==> src/rtl/uart_imem_loader_pkg.sv <==
// Shared types for the UART boot loader and its receiver.
// The CSUM state exists only when LOADER_CHECKSUM_EN is defined.
package uart_imem_loader_pkg;

    localparam int LOADER_LEN_BYTES = 4;

    typedef enum logic [2:0] {
        LEN,
        DATA,
`ifdef LOADER_CHECKSUM_EN
        CSUM,
`endif
        DONE,
        ERR
    } loader_state_t;

    typedef enum logic [1:0] {
        RX_IDLE,
        RX_START,
        RX_DATA,
        RX_STOP
    } rx_state_t;

endpackage

==> src/rtl/uart_imem_loader_rx.sv <==
// 8N1 UART receiver: 2-flop synchronizer, mid-bit sampling,
// start-glitch rejection and one-cycle byte_valid / frame_err pulses.
module uart_rx
    import uart_imem_loader_pkg::*;
#(
    parameter int CLKS_PER_BIT = 16
) (
    input  logic       clk,
    input  logic       rst,
    input  logic       rx,
    output logic       byte_valid,
    output logic [7:0] byte_data,
    output logic       frame_err
);

    localparam int CW = $clog2(CLKS_PER_BIT);
    localparam logic [CW-1:0] FULL = CW'(CLKS_PER_BIT - 1);
    localparam logic [CW-1:0] HALF = CW'(CLKS_PER_BIT / 2 - 1);

    logic            rx_meta_q;
    logic            rx_sync_q;
    logic            rx_prev_q;
    rx_state_t       state_q, state_d;
    logic [CW-1:0]   cnt_q, cnt_d;
    logic [2:0]      bit_q, bit_d;
    logic [7:0]      shift_q, shift_d;
    logic            valid_q, valid_d;
    logic            ferr_q, ferr_d;

    // Bring rx into the clk domain and keep one extra stage for edge detect.
    always_ff @(posedge clk) begin
        if (rst) begin
            rx_meta_q <= 1'b1;
            rx_sync_q <= 1'b1;
            rx_prev_q <= 1'b1;
        end else begin
            rx_meta_q <= rx;
            rx_sync_q <= rx_meta_q;
            rx_prev_q <= rx_sync_q;
        end
    end

    // Bit-timing state machine: next state and sampled data.
    always_comb begin
        state_d = state_q;
        cnt_d   = cnt_q + 1'b1;
        bit_d   = bit_q;
        shift_d = shift_q;
        valid_d = 1'b0;
        ferr_d  = 1'b0;
        unique case (state_q)
            RX_IDLE: begin
                cnt_d = '0;
                if (rx_prev_q && !rx_sync_q) begin
                    state_d = RX_START;
                end
            end
            RX_START: begin
                if (cnt_q == HALF) begin
                    cnt_d   = '0;
                    bit_d   = '0;
                    state_d = rx_sync_q ? RX_IDLE : RX_DATA;
                end
            end
            RX_DATA: begin
                if (cnt_q == FULL) begin
                    cnt_d   = '0;
                    shift_d = {rx_sync_q, shift_q[7:1]};
                    bit_d   = bit_q + 1'b1;
                    if (bit_q == 3'd7) begin
                        state_d = RX_STOP;
                    end
                end
            end
            RX_STOP: begin
                if (cnt_q == FULL) begin
                    cnt_d   = '0;
                    valid_d = rx_sync_q;
                    ferr_d  = !rx_sync_q;
                    state_d = RX_IDLE;
                end
            end
            default: state_d = RX_IDLE;
        endcase
    end

    // Receiver state register.
    always_ff @(posedge clk) begin
        if (rst) begin
            state_q <= RX_IDLE;
            cnt_q   <= '0;
            bit_q   <= '0;
            shift_q <= '0;
            valid_q <= 1'b0;
            ferr_q  <= 1'b0;
        end else begin
            state_q <= state_d;
            cnt_q   <= cnt_d;
            bit_q   <= bit_d;
            shift_q <= shift_d;
            valid_q <= valid_d;
            ferr_q  <= ferr_d;
        end
    end

    assign byte_valid = valid_q;
    assign byte_data  = shift_q;
    assign frame_err  = ferr_q;

endmodule

==> src/rtl/uart_imem_loader.sv <==
// Boot loader: length header + LE words over UART into imem, core held in
// reset until done. LOADER_CHECKSUM_EN adds a trailing XOR checksum byte.
module uart_imem_loader
    import uart_imem_loader_pkg::*;
#(
    parameter int CLK_FREQ_HZ = 100_000_000,
    parameter int BAUD        = 1_000_000,
    parameter int IMEM_WORDS  = 1024
) (
    input  logic        clk,
    input  logic        rst,
    input  logic        rx,
    output logic        imem_we,
    output logic [31:0] imem_addr,
    output logic [31:0] imem_wdata,
    output logic        core_rst,
    output logic        load_done,
    output logic        load_err
);

    // The receiver needs at least 8 clocks per bit.
    localparam int CLKS_PER_BIT = CLK_FREQ_HZ / BAUD;
    localparam int IDX_W = $clog2(IMEM_WORDS) + 1;
    localparam logic [31:0] MAX_LEN = 32'(IMEM_WORDS);
    localparam logic [1:0] LAST_BYTE = 2'(LOADER_LEN_BYTES - 1);

`ifdef LOADER_CHECKSUM_EN
    localparam loader_state_t AFTER_DATA = CSUM;
`else
    localparam loader_state_t AFTER_DATA = DONE;
`endif

    logic             rx_valid;
    logic [7:0]       rx_data;
    logic             rx_ferr;

    loader_state_t    state_q, state_d;
    logic [31:0]      len_q, len_d;
    logic [31:0]      word_q, word_d;
    logic [1:0]       bcnt_q, bcnt_d;
    logic [IDX_W-1:0] idx_q, idx_d;
    logic             we_q, we_d;
    logic [31:0]      addr_q, addr_d;
    logic [31:0]      wdata_q, wdata_d;
    logic [31:0]      len_shift;
    logic [31:0]      word_shift;
`ifdef LOADER_CHECKSUM_EN
    logic [7:0]       csum_q, csum_d;
`endif

    uart_rx #(
        .CLKS_PER_BIT(CLKS_PER_BIT)
    ) u_rx (
        .clk       (clk),
        .rst       (rst),
        .rx        (rx),
        .byte_valid(rx_valid),
        .byte_data (rx_data),
        .frame_err (rx_ferr)
    );

    assign len_shift  = {rx_data, len_q[31:8]};
    assign word_shift = {rx_data, word_q[31:8]};

    // Loader FSM: header parse, word assembly, write issue, completion.
    always_comb begin
        state_d = state_q;
        len_d   = len_q;
        word_d  = word_q;
        bcnt_d  = bcnt_q;
        idx_d   = idx_q;
        we_d    = 1'b0;
        addr_d  = addr_q;
        wdata_d = wdata_q;
`ifdef LOADER_CHECKSUM_EN
        csum_d  = csum_q;
`endif
        unique case (state_q)
            LEN: begin
                if (rx_ferr) begin
                    state_d = ERR;
                end else if (rx_valid) begin
                    len_d  = len_shift;
                    bcnt_d = bcnt_q + 1'b1;
                    if (bcnt_q == LAST_BYTE) begin
                        if (len_shift > MAX_LEN) begin
                            state_d = ERR;
                        end else if (len_shift == '0) begin
                            state_d = AFTER_DATA;
                        end else begin
                            state_d = DATA;
                        end
                    end
                end
            end
            DATA: begin
                if (rx_ferr) begin
                    state_d = ERR;
                end else if (32'(idx_q) == len_q) begin
                    // Leave one cycle after the final strobe.
                    state_d = AFTER_DATA;
                end else if (rx_valid) begin
                    word_d = word_shift;
                    bcnt_d = bcnt_q + 1'b1;
`ifdef LOADER_CHECKSUM_EN
                    csum_d = csum_q ^ rx_data;
`endif
                    if (bcnt_q == LAST_BYTE) begin
                        we_d    = 1'b1;
                        addr_d  = 32'(idx_q) << 2;
                        wdata_d = word_shift;
                        idx_d   = idx_q + 1'b1;
                    end
                end
            end
`ifdef LOADER_CHECKSUM_EN
            CSUM: begin
                if (rx_ferr) begin
                    state_d = ERR;
                end else if (rx_valid) begin
                    state_d = (rx_data == csum_q) ? DONE : ERR;
                end
            end
`endif
            DONE: state_d = DONE;
            ERR:  state_d = ERR;
            default: state_d = ERR;
        endcase
    end

    // Loader registers; reset drops any partial header or word.
    always_ff @(posedge clk) begin
        if (rst) begin
            state_q <= LEN;
            len_q   <= '0;
            word_q  <= '0;
            bcnt_q  <= '0;
            idx_q   <= '0;
            we_q    <= 1'b0;
            addr_q  <= '0;
            wdata_q <= '0;
`ifdef LOADER_CHECKSUM_EN
            csum_q  <= '0;
`endif
        end else begin
            state_q <= state_d;
            len_q   <= len_d;
            word_q  <= word_d;
            bcnt_q  <= bcnt_d;
            idx_q   <= idx_d;
            we_q    <= we_d;
            addr_q  <= addr_d;
            wdata_q <= wdata_d;
`ifdef LOADER_CHECKSUM_EN
            csum_q  <= csum_d;
`endif
        end
    end

    assign imem_we    = we_q;
    assign imem_addr  = addr_q;
    assign imem_wdata = wdata_q;
    assign core_rst   = (state_q != DONE);
    assign load_done  = (state_q == DONE);
    assign load_err   = (state_q == ERR);

endmodule
==> config.mk <==
export PLATFORM = sky130hd
export DESIGN_NAME = uart_imem_loader
export DESIGN_NICKNAME = d
export VERILOG_FILES = /design/src/rtl/uart_imem_loader_pkg.sv /design/src/rtl/uart_imem_loader_rx.sv /design/src/rtl/uart_imem_loader.sv
export SDC_FILE = /design/constraint.sdc
export NUM_CORES = 1
export LEC_CHECK = 0
export CAP_MARGIN = 20
export CORE_AREA = 2 2 88 174
export CTS_CLUSTER_DIAMETER = 200
export DETAILED_ROUTE_END_ITERATION = 10
export DIE_AREA = 0 0 90 176
export DONT_BUFFER_PORTS = 1
export PLACE_DENSITY_LB_ADDON = 0.1
export SLEW_MARGIN = 20
export SYNTH_ARGS = -nofsm -noshare
export SYNTH_HDL_FRONTEND = slang
export SYNTH_SLANG_ARGS = --single-unit
==> constraint.sdc <==
create_clock -name clk -period 2.7 [get_ports clk]
set_input_delay 0.405 -clock clk [delete_from_list [all_inputs] [get_ports clk]]
set_output_delay 0.405 -clock clk [all_outputs]
set_load 0.02 [all_outputs]
After elaboration in Yosys (flattened, before gate mapping)

Index checks and enable logic that the tools add are counted.

Divide/modulo/power cells: 0
Equal/unequal tests: 23
Multiplexer cells: 27
$lt $le $gt $ge: 1
Shift operators: 0
Reduce and logical (&&, ||, !) cells: 18
$mul: 0
Add/sub/neg operators: 4
Bitwise operators: 6

Operators by type and width:

| kind                                                             | number |
|---|---|
| == test 11 x 32 -> 1 bit                                         | 1 |
| greater-than comparator 32 x 11 -> 1 bit (second input constant) | 1 |
| logical NOT 32 bit                                               | 1 |
| two-way mux 2 bit                                                | 12 |
| two-way mux 3 bit                                                | 7 |
| case mux 7 bit (3 select lines)                                  | 1 |
| two-way mux 7 bit                                                | 2 |
| adder 11 x 1 -> 11 bit (second input constant)                   | 1 |
| inequality test 2 x 1 -> 1 bit (second input constant)           | 5 |
| AND reduction 5 bit                                              | 2 |
| inequality test 3 x 2 -> 1 bit (second input constant)           | 3 |
| case mux 3 bit (3 select lines)                                  | 1 |
| AND reduction 3 bit                                              | 3 |
| case mux 2 bit (4 select lines)                                  | 1 |
| AND reduction 4 bit                                              | 2 |
| adder 7 x 1 -> 7 bit (second input constant)                     | 1 |
| == test 7 x 6 -> 1 bit (second input constant)                   | 1 |
| == test 7 bit (second input constant)                            | 1 |
| == test 2 bit (second input constant)                            | 3 |
| == test 3 x 2 -> 1 bit (second input constant)                   | 2 |
| inequality test 2 bit (second input constant)                    | 3 |
| inverter 1 bit                                                   | 6 |
| case mux 3 bit (2 select lines)                                  | 1 |
| OR reduction 5 bit                                               | 1 |
| 16 further kinds                                                 | 17 |

Bits in registers: 149
Memory bits (writable): 0
Output and inout bits: 68
Memories kept: 0
ROM bits: 0
Bits in latches: 0

Logic depth before layout (Yosys ltp)

Gate-level depths: netlist of run 1.

Depth in word-level cells: 7
Mapped depth: 9
Gate-level depth less buffers: 7

Hierarchy

From an unflattened synthesis of run 1, not the netlist that was laid out.

Cell total of the unflattened synthesis: 660
Area, all modules: 6248.5 um2

Modules (own cells, without submodules):

| module           | cells each | times used | area each (um2) | sequential area each (um2) |
|---|---|---|---|---|
| uart_imem_loader | 542        | 1          | 5139.9          | 2302.2 |
| uart_rx          | 118        | 1          | 1108.6          | 500.5 |

Least setup slack after synthesis of run 1

OpenSTA, ideal clock, no wires.

Path type: reg2reg
Start point: register len_q[16]
End point: register word_q[18]
Library setup time: 0.128 ns
Arrival time: 1.922 ns
Buffers on the path: 2
Period minus slack after synthesis: 2.050 ns
Stages on the path, launching flop included: 9
Slack: 0.650 ns
Required time: 2.572 ns
Cell sequence: dfxtp_1 or3_1 nor4_2 nand4_2 o21ai_1 buf_4 buf_6 mux2i_1 nor2_1

Cells in the longest elaborated chain, start to end: 3

RTL lines:

| what                                 | RTL line                | text |
|---|---|---|
| start, declared                      | uart_imem_loader.sv:38  | `logic [31:0] len_q, len_d;` |
| start signal, assigned               | uart_imem_loader.sv:147 | `len_q <= len_d;` |
| == test 11 x 32 -> 1 bit             | uart_imem_loader.sv:99  | `end else if (32'(idx_q) == len_q) begin` |
| inverter 1 bit (no source line)      | --                      |  |
| AND reduction 4 bit (no source line) | --                      |  |
| end signal, assigned                 | uart_imem_loader.sv:148 | `word_q <= word_d;` |
| end, declared                        | uart_imem_loader.sv:39  | `logic [31:0] word_q, word_d;` |

No other way between the ends.
A chain may end at the register's enable or synchronous reset.

Worst setup path in the final report of run 1

Start point: register len_q[13]
End point: register wdata_q[15], in the netlist imem_wdata[15]

Cells in the longest elaborated chain, start to end: 3

RTL lines:

| what                                 | RTL line                | text |
|---|---|---|
| == test 11 x 32 -> 1 bit             | uart_imem_loader.sv:99  |  |
| inverter 1 bit (no source line)      | --                      |  |
| AND reduction 5 bit (no source line) | --                      |  |
| end signal, assigned                 | uart_imem_loader.sv:153 | `wdata_q <= wdata_d;` |
| end, declared                        | uart_imem_loader.sv:44  | `logic [31:0] wdata_q, wdata_d;` |

No other way between the ends.

==> run_results.csv, run 1 <==
group,metric,value,unit
outcome,status,"finished, final reports clean",
cts,postCtsHoldBufs,0,
cts,clkSlewWorstSetupHoldPaths,0.06,ns
global_route,grt_start_max_net_pins,136,
cells_and_area,final_common_cell,"dfxtp_1",
cells_and_area,final.fill_count,1452,
logic_synthesis,syn_inst,615,
global_route,track_usage,15.5,%
route,drc,0,
worst_setup_path,cp.arrival,2.65,ns
cts,cts_resized,0,
route,first_pass_iters,4,
timing,worst_pin_slew,0.597,ns
logic_synthesis,yosysWarnings,0,
logic_synthesis,yosys.area.top_type,"dfxtp_1",
route,drtIter0Drc,111,
floorplan,die_area,0.0158,mm2
logic_synthesis,synth_ff_type,"dfxtp_1",
route,vias,3987,
floorplan,die_h,176,um
cells_and_area,drive_gt1_share,8.20,%
route,final_antenna_net_count,0,
place,placed_cell_area,0.00579,mm2
cells_and_area,fin_nets,622,
cts,root_buffer,"clkbuf_16",
timing,finalHoldViolCount,0,
cts,clkLatencyLatePin,0.41,ns
floorplan,ioPinCount,71,
place,gp_congestion,0.824,
pwr,power.leakage,2.90,nW
min_path,worst_hold_path_type,"in2reg",
worst_setup_path,cp_slowest_stage_delay,0.50,ns
worst_setup_path,cp_common_cell,"nor2_1",
timing,tns,0,ns
logic_synthesis,synth.cell_area,0.00569,mm2
pwr,power,4.66,mW
worst_setup_path,cp.required,2.99,ns
cts,post_cts.repair.setup_buffers,0,
route,routedWlPerCell,14.7,um
route,viasPerCell,4.90,
pwr,vdd_drop_max,0.430,mV
pwr,p_per_area,731,mW/mm2
logic_synthesis,synthDistinctLibCells,43,
timing,setup_violations,0,
timing,slew_headroom,59.9,%
timing,fin_skew,0.0120,ns
cells_and_area,seq_area,0.00280,mm2
worst_setup_path,path_cells,"or4_1 -> nor2_1 -> nand4_2 -> o211ai_4 -> buf_12 -> mux2i_1 -> nor2_1",
cells_and_area,finalInstanceArea,0.00638,mm2
logic_synthesis,async_reset_ff_share,0,%
logic_synthesis,synth_edf_count,0,
timing,drv_slew,0,
cells_and_area,layout_common_cells,"140 x dfxtp_1, 106 x nor2_1, 79 x mux2i_1",
cts,clockBufferDepth,2,
job,cap_violations,0,
floorplan,start_util,39.4,%
worst_setup_path,critPathMaxFanout,48,
place,numPortBuffers,0,
cells_and_area,multi_input_area,0.00261,mm2
timing,period_needed,2.36,ns
floorplan,core-area,0.0144,mm2
logic_synthesis,yosysSeqAreaShare,49.3,%
cts,cts_sinks,140,
place,hpwl,8080,um
global_route,antenna_found_initial,0,
cts,cts_max_level,4,
worst_setup_path,critical_path.slowest_cell,"or4_1",
logic_synthesis,ys_ff_latch,140,
cts,cts_made_buffers,17,
timing,period_share,87.3,%
worst_setup_path,cp-end-kind,"flop",
timing,fmax,424,MHz
route,routed_wl,12000,um
cells_and_area,syn_to_final_growth,12.2,%
global_route,grt_overflow_total,0,
timing,rsz0062_at_grt,"no",
logic_synthesis,synth.top_cell.area_share,49.3,%
worst_setup_path,crit_type,"reg2reg",
global_route,first_global_vias,3903,
floorplan,rows,62,
cts,cts_tree,"yes",
cells_and_area,diodes,0,
worst_setup_path,startpoint_type,"flop",
global_route,grt_pass1_wl,19500,um
logic_synthesis,synth_area_leaders,"dfxtp_1 49%, mux2i_1 14%, nor2_1 7.0%",
logic_synthesis,syn_area_per_cell,9.25,um2
floorplan,die_w,90,um
flip-flops by register name, indices dropped and copies added (netlist names), named ones only:
register         flops
imem_addr           11
u_rx.rx_sync_q       1
u_rx.cnt_q           7
u_rx.byte_data       8
imem_wdata          32
word_q              24
bcnt_q               2
u_rx.byte_valid      1
idx_q               11
state_q              2
len_q               32
u_rx.state_q         1
imem_we              1
u_rx.bit_q           3
u_rx.rx_prev_q       1
u_rx.rx_meta_q       1
u_rx.frame_err       1
power by group:
group / total, mW / switching (mW) / leakage (nW) / internal [mW]
Combinational: 0.244 / 0.159 / 1.48 / 0.0850
Clock: 2.32 / 0.997 / 0.294 / 1.32
Sequential: 2.10 / 0.0169 / 1.13 / 2.08
Total: 4.66 / 1.17 / 2.90 / 3.49
area by class of cell:
cell class | count | share of cell area, %
clock buffer | 17 | 6.67
clock inverter | 15 | 2.67
inverter | 8 | 0.470
multi-input combinational | 432 | 41.0
sequential | 140 | 43.9
tap | 192 | 3.76
timing repair buffer | 10 | 1.57
per-stage QoR:
stage,cells,hold WS [ns],worst slack (ns),util (%)
after CTS,814,0.0431,0.334,44.2
after global placement,782,0.399,0.359,40.1
final,814,0.0626,0.343,44.2
after floorplan,635,0.389,0.650,-
after global routing,814,0.0413,0.183,44.2
after detailed placement,782,0.398,0.349,40.1
cells by family after synthesis:
group,synth area share (%)
AOI/OAI and AO/OA,6.66
and+or+nand+nor,18.0
buffers and inverters,6.49
xor gates and xnor gates,3.08
other,0.0659
muxes,14.3
DFF,49.3
adders and majority gates,2.20
cell usage after synthesis (6+ instances only):
library cell	n
mux2i_1	79
clkbuf_1	25
or3_1	6
a21oi_1	43
ha_1	10
buf_4	23
xor2_1	17
inv_1	8
nand3_1	7
nor4_1	6
buf_6	6
o21ai_0	6
nor2_1	106
dfxtp_1	140
nor3_1	7
nand2_1	74
final timing paths:
| check | cells past startpoint | end | slack, ns | startpoint |
|---|---|---|---|---|
| max | 7 | imem_wdata[15] | 0.34 | len_q[13] |
| max reg2reg | 7 | imem_wdata[15] | 0.34 | len_q[13] |
| min | 1 | len_q[23] | 0.06 | rst |
| min reg2reg | 1 | u_rx.rx_sync_q | 0.41 | u_rx.rx_meta_q |
routing by layer:
metal | vias to the layer above | share of wire, % | track usage, %
li1 | 2014 | - | -
met1 | 1879 | 39 | 15.7
met2 | 77 | 55 | 29.1
met3 | 17 | 4.2 | 4.61
met4 | 0 | 2.4 | 6.60
met5 | - | 0 | 0
worst max-delay path: cells and delay by family (launching register included):
family                 cells  cell delay (ns)
AOI/OAI and AO/OA          1             0.26
buffers and inverters      1             0.33
DFF                        1             0.34
muxes                      1             0.24
and+or+nand+nor            4             1.04
Power figures use the tool's default switching activity.
==> run 2, diff against run 1 <==
- SKIP_LAST_GASP: not set -> 1
- SLEW_MARGIN: 20 -> not set
==> results of run 2 <==
Final layout, timing and power as in run 1 (identical DEF).
==> run 3, diff against run 2 <==
- CORE_AREA: 2 2 88 174 -> 10 10 96 182
- DIE_AREA: 0 0 90 176 -> 0 0 106 192
- REMOVE_ABC_BUFFERS: not set -> 1
==> run_results.csv, run 3 (same netlist as run 1, synthesis figures left out) <==
group,metric,value,unit
outcome,status,"finished, final reports clean",
worst_setup_path,path_cells,"or4_1 -> nor2_1 -> nand4_2 -> o211ai_4 -> buf_12 -> mux2i_1 -> nor2_1",
timing,tns,0,ns
cells_and_area,syn_to_final_growth,12.6,%
global_route,track_usage,11.9,%
cts,cts_max_level,4,
floorplan,start_util,39.4,%
worst_setup_path,r2r-end,"idx_q[1]",
route,vias,3945,
floorplan,core-area,0.0144,mm2
route,drc,0,
timing,period_share,82.6,%
timing,drv_slew,0,
timing,fin_skew,0.00839,ns
worst_setup_path,crit_type,"reg2reg",
cells_and_area,post-route-util,44.4,%
pwr,power_frac_seq,45.1,%
worst_setup_path,critical_path.slowest_cell,"or4_1",
worst_setup_path,path_delay_family,"simple AND/OR/NAND/NOR gates",
pwr,power.leakage,2.91,nW
cells_and_area,drive_gt1_share,8.64,%
cts,clockBufferDepth,2,
floorplan,die_h,192,um
cts,cts_sinks,140,
worst_setup_path,cp_slowest_stage_delay,0.54,ns
route,routedWlPerCell,14.5,um
worst_setup_path,cp_num_buf_inv,1,
worst_setup_path,cp_common_cell,"nor2_1",
pwr,vdd_drop_max,0.480,mV
global_route,first_global_vias,4001,
global_route,grt_overflow_total,0,
place,post-place-ws,0.450,ns
min_path,hold_end,"imem_addr[10]",
place,gp_congestion,0.785,
cells_and_area,final_common_cell,"dfxtp_1",
cells_and_area,fin_nets,625,
global_route,grt_start_max_net_pins,136,
worst_setup_path,reg2reg_from,"len_q[12]",
place,hpwl,8200,um
min_path,holdPathStages,1,
route,viasPerCell,4.83,
job,cap_violations,0,
worst_setup_path,startpoint_type,"flop",
worst_setup_path,critPathMaxFanout,29,
cts,root_buffer,"clkbuf_16",
cts,postCtsHoldBufs,0,
global_route,antenna_found_initial,0,
cts,post_cts.repair.setup_buffers,0,
min_path,worst_hold_path_type,"in2reg",
pwr,switching_share,23.4,%
worst_setup_path,cp-end-kind,"flop",
cts,cts_resized,0,
timing,finalHoldViolCount,0,
route,final_antenna_net_count,0,
timing,fin_hold_ws,0.0656,ns
timing,setup_violations,0,
timing,rsz0062_at_grt,"no",
worst_setup_path,cp.arrival,2.53,ns
route,first_pass_iters,4,
cts,cts_made_buffers,17,
floorplan,ioPinCount,71,
pwr,p_per_area,728,mW/mm2
worst_setup_path,cp.required,3.00,ns
pwr,power.net_switching,1.09,mW
floorplan,die_area,0.0204,mm2
cells_and_area,layout_common_cells,"140 x dfxtp_1, 106 x nor2_1, 79 x mux2i_1",
global_route,grt_pass1_wl,19900,um
cts,cts_tree,"yes",
pwr,power,4.66,mW
min_path,hp-start,"rst",
cts,clkLatencyLatePin,0.41,ns
cells_and_area,diodes,0,
route,drtIter0Drc,203,
route,routed_wl,11900,um
timing,setup_ws,0.470,ns
timing,fmax,448,MHz
floorplan,die_w,106,um
pwr,p_int,3.57,mW
pwr,pwr-share-clk,49.7,%
cts,clkSlewWorstSetupHoldPaths,0.06,ns
pwr,combPwrFrac,5.2,%
place,numPortBuffers,0,
floorplan,rows,62,
worst_setup_path,rrSetupSlack,0.47,ns
worst_setup_path,reg2reg_depth,7,
timing,period_needed,2.23,ns
-- run 3: cell type report --
| cell class | instances | area, um2 |
|---|---|---|
| multi-input combinational | 432 | 2610 |
| inverter | 8 | 30.0 |
| fill | 1456 | 8020 |
| sequential | 140 | 2800 |
| clock buffer | 18 | 439 |
| tap | 192 | 240 |
| clock inverter | 14 | 159 |
| timing repair buffer | 13 | 123 |
-- run 3: worst max-delay path by stage --
stage | slack [ns] | cells after the start | startpoint | endpoint
finish | 0.47 | 7 | len_q[12] | idx_q[1]
global route | 0.27 | 7 | len_q[16] | imem_addr[2]
detailed placement | 0.45 | 7 | len_q[16] | imem_addr[7]
CTS | 0.43 | 7 | len_q[16] | imem_wdata[5]
global placement | 0.44 | 7 | len_q[16] | imem_addr[8]
floorplan | -0.88 | 6 | len_q[16] | idx_q[7]
-- run 3: through the flow --
| step | cells | instance area [um2] |
|---|---|---|
| after detailed placement | 785 | 5810 |
| after CTS | 817 | 6410 |
| after global routing | 817 | 6410 |
| final | 817 | 6410 |
| after floorplan | 580 | 5430 |
| after global placement | 785 | 5810 |
-- run 3: layer usage --
metal  up-vias  GRT usage [%]  wire (um)
li1       2023              -          -
met1      1855           11.5       4570
met2        54           22.3       6520
met3        13           4.10        595
met4         0           4.97        182
met5         -              0          0
-- run 3: worst register-to-register path, stage by stage (launching register included) --
cell	delay, ns
dfxtp_1	0.32
or4_1	0.54
nor2_1	0.18
nand4_2	0.25
o211ai_4	0.31
buf_12	0.27
mux2i_1	0.22
nor2_1	0.05
-- run 3: power by group through the flow --
| stage | clock network (mW) | logic (mW) | registers, mW |
|---|---|---|---|
| global placement | 0 | 0.243 | 2.15 |
| CTS | 2.39 | 0.246 | 2.10 |
| finish | 2.32 | 0.244 | 2.10 |
| floorplan | 0 | 0.206 | 2.14 |
| global route | 2.46 | 0.274 | 2.10 |
| detailed placement | 0 | 0.246 | 2.15 |
